[src/rtl/phase_ramp_pkg.sv]
// Shared types and constants for the phase ramp generator.
// The sequencer states and the widths are defined here so the top and the bench agree on them.
package phase_ramp_pkg;

  typedef enum logic [2:0] {
    ST_IDLE   = 3'd0,
    ST_ACCUM  = 3'd1,
    ST_WRAP   = 3'd2,
    ST_SCALE  = 3'd3,
    ST_UPDATE = 3'd4
  } state_t;

  localparam int SHIFT_MAX_DEF = 15;
  localparam int DROP_CNT_W    = 8;

endpackage

[src/rtl/sat_add_s.sv]
// Signed adder for the phase output. It either saturates to the signed range or wraps modulo 2^W.
module sat_add_s #(
  parameter int W = 16
) (
  input  logic signed [W-1:0] i_a,
  input  logic signed [W-1:0] i_b,
  input  logic                i_sat_en,
  output logic signed [W-1:0] o_sum
);

  logic signed [W:0]   w_full;
  logic                w_ovf;
  logic signed [W-1:0] w_max;
  logic signed [W-1:0] w_min;

  assign w_full = {i_a[W-1], i_a} + {i_b[W-1], i_b};
  // Overflow shows up as a mismatch between the extra sign bit and the result sign bit.
  assign w_ovf  = w_full[W] ^ w_full[W-1];
  assign w_max  = {1'b0, {(W-1){1'b1}}};
  assign w_min  = {1'b1, {(W-1){1'b0}}};

  always_comb begin
    o_sum = w_full[W-1:0];
    if (i_sat_en && w_ovf) begin
      o_sum = w_full[W] ? w_min : w_max;
    end
  end

endmodule

[src/rtl/phase_ramp_gen_v5.sv]
// Phase ramp generator: a trigger-driven ladder accumulator with an optional 2*pi wrap and a gain shift.
// A modulation word is added every clock to form the phase ramp.
//
// state     | meaning
// ----------+-----------------------------------------------------------
// ST_IDLE   | wait for trigger edge, capture step/gain/wrap settings
// ST_ACCUM  | acc += step (or clear when feedback is off)
// ST_WRAP   | fold acc back into [-lim, lim] by +/- 2*lim, pulse o_wrap
// ST_SCALE  | ladder = acc >>> min(gain_sel, SHIFT_MAX)
// ST_UPDATE | register ladder and shift index to the outputs
module phase_ramp_gen_v5
  import phase_ramp_pkg::*;
#(
  parameter int OUTPUT_BIT = 16,
  parameter int ACC_BIT    = 32,
  parameter int SHIFT_MAX  = SHIFT_MAX_DEF
) (
  input  logic                         i_clk,
  input  logic                         i_rst_n,
  input  logic                         i_trig,
  input  logic signed [ACC_BIT-1:0]    i_step,
  input  logic                         i_fb_on,
  input  logic signed [OUTPUT_BIT-1:0] i_mod,
  input  logic        [3:0]            i_gain_sel,
  input  logic                         i_wrap_en,
  input  logic signed [ACC_BIT-1:0]    i_wrap_lim,
  input  logic                         i_sat_en,
  output logic signed [OUTPUT_BIT-1:0] o_ladderWave,
  output logic signed [OUTPUT_BIT-1:0] o_phaseRamp,
  output logic        [3:0]            o_shift_idx,
  output logic                         o_wrap,
  output logic        [DROP_CNT_W-1:0] o_drop_cnt
);

  localparam logic [3:0] SHIFT_CAP = 4'(SHIFT_MAX);

  state_t                      r_state;
  logic                        r_trig_d;
  logic signed [ACC_BIT-1:0]   r_step;
  logic signed [ACC_BIT-1:0]   r_wrap_lim;
  logic        [3:0]           r_gain_sel;
  logic                        r_wrap_en;
  logic signed [ACC_BIT-1:0]   r_acc;
  logic signed [OUTPUT_BIT-1:0] r_ladder;
  logic        [3:0]           r_shift;
  logic signed [OUTPUT_BIT-1:0] r_ladder_out;
  logic        [3:0]           r_shift_idx;
  logic                        r_wrap;
  logic        [DROP_CNT_W-1:0] r_drop_cnt;
  logic signed [OUTPUT_BIT-1:0] r_phase;

  logic                         w_trig_edge;
  logic        [3:0]            w_shift;
  logic signed [ACC_BIT-1:0]    w_two_lim;
  logic signed [OUTPUT_BIT-1:0] w_sum;
  logic signed [OUTPUT_BIT-1:0] w_phase_next;

  assign w_trig_edge  = i_trig & ~r_trig_d;
  assign w_shift      = (r_gain_sel > SHIFT_CAP) ? SHIFT_CAP : r_gain_sel;
  // The limit is kept below 2^(ACC_BIT-2), so doubling it cannot overflow.
  assign w_two_lim    = r_wrap_lim <<< 1;
  assign w_phase_next = i_fb_on ? w_sum : i_mod;

  sat_add_s #(
    .W (OUTPUT_BIT)
  ) u_sat_add (
    .i_a      (r_ladder_out),
    .i_b      (i_mod),
    .i_sat_en (i_sat_en),
    .o_sum    (w_sum)
  );

  always_ff @(posedge i_clk or negedge i_rst_n) begin
    if (!i_rst_n) begin
      r_state      <= ST_IDLE;
      r_trig_d     <= 1'b0;
      r_step       <= '0;
      r_wrap_lim   <= '0;
      r_gain_sel   <= '0;
      r_wrap_en    <= 1'b0;
      r_acc        <= '0;
      r_ladder     <= '0;
      r_shift      <= '0;
      r_ladder_out <= '0;
      r_shift_idx  <= '0;
      r_wrap       <= 1'b0;
      r_drop_cnt   <= '0;
    end else begin
      r_trig_d <= i_trig;
      r_wrap   <= 1'b0;

      if (w_trig_edge && (r_state != ST_IDLE) && (r_drop_cnt != '1)) begin
        r_drop_cnt <= r_drop_cnt + 1'b1;
      end

      case (r_state)
        ST_IDLE: begin
          if (w_trig_edge) begin
            r_step     <= i_step;
            r_gain_sel <= i_gain_sel;
            r_wrap_en  <= i_wrap_en;
            r_wrap_lim <= i_wrap_lim;
            r_state    <= ST_ACCUM;
          end
        end
        ST_ACCUM: begin
          r_acc   <= i_fb_on ? (r_acc + r_step) : '0;
          r_state <= ST_WRAP;
        end
        ST_WRAP: begin
          if (r_wrap_en) begin
            if (r_acc > r_wrap_lim) begin
              r_acc  <= r_acc - w_two_lim;
              r_wrap <= 1'b1;
            end else if (r_acc < -r_wrap_lim) begin
              r_acc  <= r_acc + w_two_lim;
              r_wrap <= 1'b1;
            end
          end
          r_state <= ST_SCALE;
        end
        ST_SCALE: begin
          r_ladder <= OUTPUT_BIT'(r_acc >>> w_shift);
          r_shift  <= w_shift;
          r_state  <= ST_UPDATE;
        end
        ST_UPDATE: begin
          r_ladder_out <= r_ladder;
          r_shift_idx  <= r_shift;
          r_state      <= ST_IDLE;
        end
        default: r_state <= ST_IDLE;
      endcase
    end
  end

  always_ff @(posedge i_clk or negedge i_rst_n) begin
    if (!i_rst_n) begin
      r_phase <= '0;
    end else begin
      r_phase <= w_phase_next;
    end
  end

  assign o_ladderWave = r_ladder_out;
  assign o_phaseRamp  = r_phase;
  assign o_shift_idx  = r_shift_idx;
  assign o_wrap       = r_wrap;
  assign o_drop_cnt   = r_drop_cnt;

endmodule
[config.mk]
export PLATFORM = sky130hd
export DESIGN_NAME = phase_ramp_gen_v5
export DESIGN_NICKNAME = d
export VERILOG_FILES = /design/src/rtl/phase_ramp_pkg.sv /design/src/rtl/sat_add_s.sv /design/src/rtl/phase_ramp_gen_v5.sv
export SDC_FILE = /design/constraint.sdc
export NUM_CORES = 1
export LEC_CHECK = 0
export ABC_AREA = 0
export CAP_MARGIN = 20
export CORE_MARGIN = 2
export CORE_UTILIZATION = 59
export DETAILED_ROUTE_END_ITERATION = 6
export MAX_ROUTING_LAYER = met4
export PLACE_DENSITY = 0.83
export SYNTH_ARGS = -nofsm -noshare
export SYNTH_HDL_FRONTEND = slang
export SYNTH_SLANG_ARGS = --single-unit
[constraint.sdc]
create_clock -name i_clk -period 6.1 [get_ports i_clk]
set_input_delay 1.22 -clock i_clk [delete_from_list [all_inputs] [get_ports i_clk]]
set_output_delay 1.22 -clock i_clk [all_outputs]
set_load 0.005 [all_outputs]
==> results by stage <==
Detailed routing:
- The detailed router placed 12100 vias in this run.
- The number of routed nets with antenna violations is 0.
- In the routed layout, each cell is associated on average with a via count of 6.09.
- The per-cell routed wire length is 18.4 um.
- The remaining routing DRC violations is 0.
- After the first detailed-routing iteration, the DRC count stood at 986.
- Before antenna repair, the detailed router went through 6 iterations.
- After detailed routing, the total wire length is between 30000 and 40000 um.

Setup path:
- The worst setup path is captured at a flop.
- The internal reg-to-reg setup slack is 0.29 ns.
- The delay contributed by the slowest stage of the critical path is roughly 0.87 ns.
- The kind of cell with the highest combined delay along the critical path is compound AO/OA/AOI/OAI gates.
- Data arrives at the worst endpoint at between 6 and 7 ns.
- Data on the critical path is required at its endpoint by about 6.4 ns.
- The startpoint-to-endpoint class of the critical path is reg -> reg.
- The startpoint identified for the worst register-to-register timing path is r_acc[1]$_DFFE_PN0P_.
- The end of the worst register-to-register path is r_acc[31]$_DFFE_PN0P_.
- The type of element launching the critical path is a flop.
- Among all stages on the critical path, the largest delay is contributed by a2111oi_0.
- The logic depth of the worst register-to-register path is 21.
- The critical path buffer and inverter count is 2.
- Walking the worst path, the cells encountered are ha_1 -> nor2b_1 -> o211ai_1 -> a2111oi_0 -> o41a_1 -> o211ai_1 -> o31a_1 -> buf_4 -> inv_1 -> nand2_1 -> xnor2_1 -> ha_1 -> a21o_1 -> a221o_1 -> a21oi_1 -> o311a_1 -> a21o_1 -> o41a_1 -> o21ai_0 -> mux2i_1 -> o211ai_2.
- In this run the worst path has a maximum fanout of 13.

Synthesis:
- After synthesis, the most frequently instantiated cells are 170 x dfrtp_1, 144 x ha_1, 121 x nand2_1.
- The count of distinct cell types in the synthesized netlist is 82.
- The fraction of synthesized cell area in xor and xnor cells is 7.82%.
- The compound-gate portion of the synthesized area is 18.5%.
- Sorting the synthesized cells by area gives the leading types as dfrtp_1 30%, ha_1 13%, mux2_2 8.4%.
- Summed over all instances, the cell type with the most area after synthesis is dfrtp_1.
- Counting every net in the synthesized netlist gives 1773.
- The number of enable flip-flop cells after synthesis is 0.
- The average footprint of a synthesized cell is 9.18 um^2.
- Of the total synthesized cell area, the portion taken by full adders, half adders and majority gates is between 10% and 20%.
- Among all flip-flop cells after synthesis, the most frequent one is dfrtp_1.
- The instance count of the mapped netlist is ~1500.
- Summed over its instances, the top area cell type makes up 30.2% of the synthesized netlist area.
- The cell with the most instances after synthesis is dfrtp_1.
- Sequential cells were found to cover 30.2% of the synthesized design area.
- The synthesis warning total is 0.
- After synthesis, the share of flip-flops with an asynchronous set or reset is 100%.
- By area, the combinational part of the netlist is dominated by compound AO/OA/AOI/OAI gates.
- After synthesis the cells add up to 14100 um^2.
- In this run, synthesis produced a sequential element count of 170.
- The synthesized netlist devotes 14.1% of its cell area to simple gates.
- The proportion of synthesized area in mux cells is 12.6%.

Global route:
- The via count of the first global-routing pass is 11700.
- The initial antenna violation count came to 0.
- Global routing used 30.3% of the available tracks across all layers.
- The global-route wire length before repair is between 50000 and 60000 um.
- Entering global routing, the biggest net connects 76 pins.
- For this run the aggregate overflow at the end of global routing stands at 0.

Final layout:
- The number of antenna diodes in the final layout is 0.
- In the final design database the tool counted 1892 nets.
- The signed area change from the synthesized netlist to the final layout is 16.3%.
- The finished cells cover between 15000 and 20000 um^2.
- The sequential cells in the finished layout cover a total of 4250 um^2.
- For this run, the number of standard cells in the final layout without fillers is 1986.
- The layout has roughly 1800 filler cells.
- The multi-input combinational cells in the finished layout cover a total of 9340 um^2.
- The fraction of layout cells with a size suffix above 1 is between 10% and 20%.

Floorplan:
- The horizontal extent of the die is 159 um.
- The die covers 25200 um^2.
- The row count is 56.
- For this configuration, the core starts out at a cell density of 60.1%.
- The die span in y is 159 um.
- The total core area is 23500 um^2.
- The count of pins on the block boundary is 135.

CTS:
- The total number of clock tree sinks is 170.
- The clock tree from TritonCTS is done.
- In this run the number of H-tree levels came out at 4.
- Post-CTS repair changed the size of 0 cells.
- The root buffer cell chosen for the clock tree is clkbuf_16.
- The number of clock buffers added by TritonCTS is 17.
- Buffers inserted to repair hold after CTS numbered 0.
- The count of buffers added by post-CTS timing repair for setup is 0.
- The worst-case clock buffer depth is 2.
- The clock input transition at the sequential cells of the worst setup and hold paths is 0.07 ns.
- The clock insertion delay at the later pin of the skew report is 0.44 ns.

STA:
- The highest attainable clock frequency is 0.172 GHz.
- The portion of the clock cycle consumed by the worst path in the final layout is 95.3%.
- The transition time at the pin with the least slew margin is ~1 ns.
- The count of endpoints failing hold in the final timing report is 0.
- The max-slew violation count was 0.
- Measured against its own limit, the worst slew margin works out to 30.8%.
- The final critical-path setup slack is about 0.29 ns.
- Setup repair after global routing left no endpoint under its margin.
- The final-report setup violation count is 0.
- The clock period minus final worst setup slack is a little under 6 ns.
- The clock arrives with 0.0187 ns of skew.
- The setup TNS is 0 ns.

Place:
- Prior to clock tree synthesis, the placed netlist has a worst setup slack of 0.397 ns.
- The total of buffers placed on input and output ports is 134.
- Once detailed placement completed, the half-perimeter wirelength came to 28600 um.
- The placed instance area is between 15000 and 20000 um^2.
- The last weighted congestion value of the routability-driven placer is 1.02.
- In this run, placement finished with an instance count of slightly below 2000.

Outcome:
- The flow ran to the end, and the final reports show no timing, DRC or antenna violations.

Min path:
- The worst hold path cell count is 2.
- The min-delay analysis places its worst path in the category reg -> reg.
- The hold-critical path endpoint is r_shift[1]$_DFFE_PN0P_.
- The start point of the worst hold path is r_shift[1]$_DFFE_PN0P_.

Flow run:
- The number of maximum-capacitance constraint violations is 0.
-- state kept, by name, summed over array words and instances (netlist names), 8 cells and up --
name          cells
r_wrap_lim       32
o_ladderWave     16
o_phaseRamp      16
r_acc            32
r_step           32
r_ladder         16
o_drop_cnt        8
-- routing by layer --
layer  vias to the layer above  global-route usage (%)  wire (um)  part of all wire, %
li1                       5880                       -          -                    -
met1                      5775                    39.2      16200                   44
met2                       370                    49.6      17300                   47
met3                        78                    3.46       1800                  4.9
met4                         0                    10.4       1220                  3.3
met5                         -                       -          0                    0
-- placed cells by master, fill, tap and decap left out, types with 29 or more instances in the layout --
cell type	instances
nand2_1	120
a21o_1	33
mux2i_1	29
nor2_1	110
mux2_2	105
a21oi_1	101
inv_1	76
o21ai_0	115
dfrtp_1	170
clkdlybuf4s50_1	133
nor3_1	33
xnor2_1	101
ha_1	144
-- layout make-up --
| class | instances | area share [%] |
|---|---|---|
| Clock inverter | 14 | 0.946 |
| Sequential cell | 170 | 25.9 |
| Timing Repair Buffer | 158 | 9.36 |
| Clock buffer | 17 | 2.59 |
| Multi-Input combinational cell | 1231 | 57.0 |
| Tap cell | 319 | 2.43 |
| Inverter | 77 | 1.76 |
-- kinds of logic after synthesis --
family | after synthesis
buffers and inverters | 135
multiplexers | 148
AO/OA/AOI/OAI | 405
AND/OR/NAND/NOR | 405
flip-flops | 170
XOR/XNOR | 126
adder cells (fa/ha/maj) | 147
-- worst reg2reg max path, delay by kind of cell (launching register included) --
family                   cells  cell delay [ns]
AO/OA/AOI/OAI               13             3.49
adder cells (fa/ha/maj)      2             0.75
flip-flops                   1             0.49
buffers and inverters        2             0.33
AND/OR/NAND/NOR              2             0.25
multiplexers                 1             0.25
XOR/XNOR                     1             0.13
-- worst max-delay path by stage --
stage	cells after the start	endpoint	startpoint
finish	21	r_acc[31]$_DFFE_PN0P_	r_acc[1]$_DFFE_PN0P_
global route	21	r_acc[31]$_DFFE_PN0P_	r_acc[1]$_DFFE_PN0P_
CTS	21	r_acc[31]$_DFFE_PN0P_	r_acc[1]$_DFFE_PN0P_
detailed placement	21	r_acc[31]$_DFFE_PN0P_	r_acc[1]$_DFFE_PN0P_
global placement	21	r_acc[31]$_DFFE_PN0P_	r_acc[1]$_DFFE_PN0P_
floorplan	22	r_acc[31]$_DFFE_PN0P_	r_wrap_lim[14]$_DFFE_PN0P_
-- metrics by stage --
step                util [%]  hold slack, ns
detailed placement      67.4           0.463
global placement        67.4           0.459
floorplan                  -           0.440
CTS                     69.9           0.490
global route            69.9           0.510
finish                  69.9           0.485
Power is not shown: default switching activity piles up to over one toggle a cycle in this logic, so the estimate is an artifact.
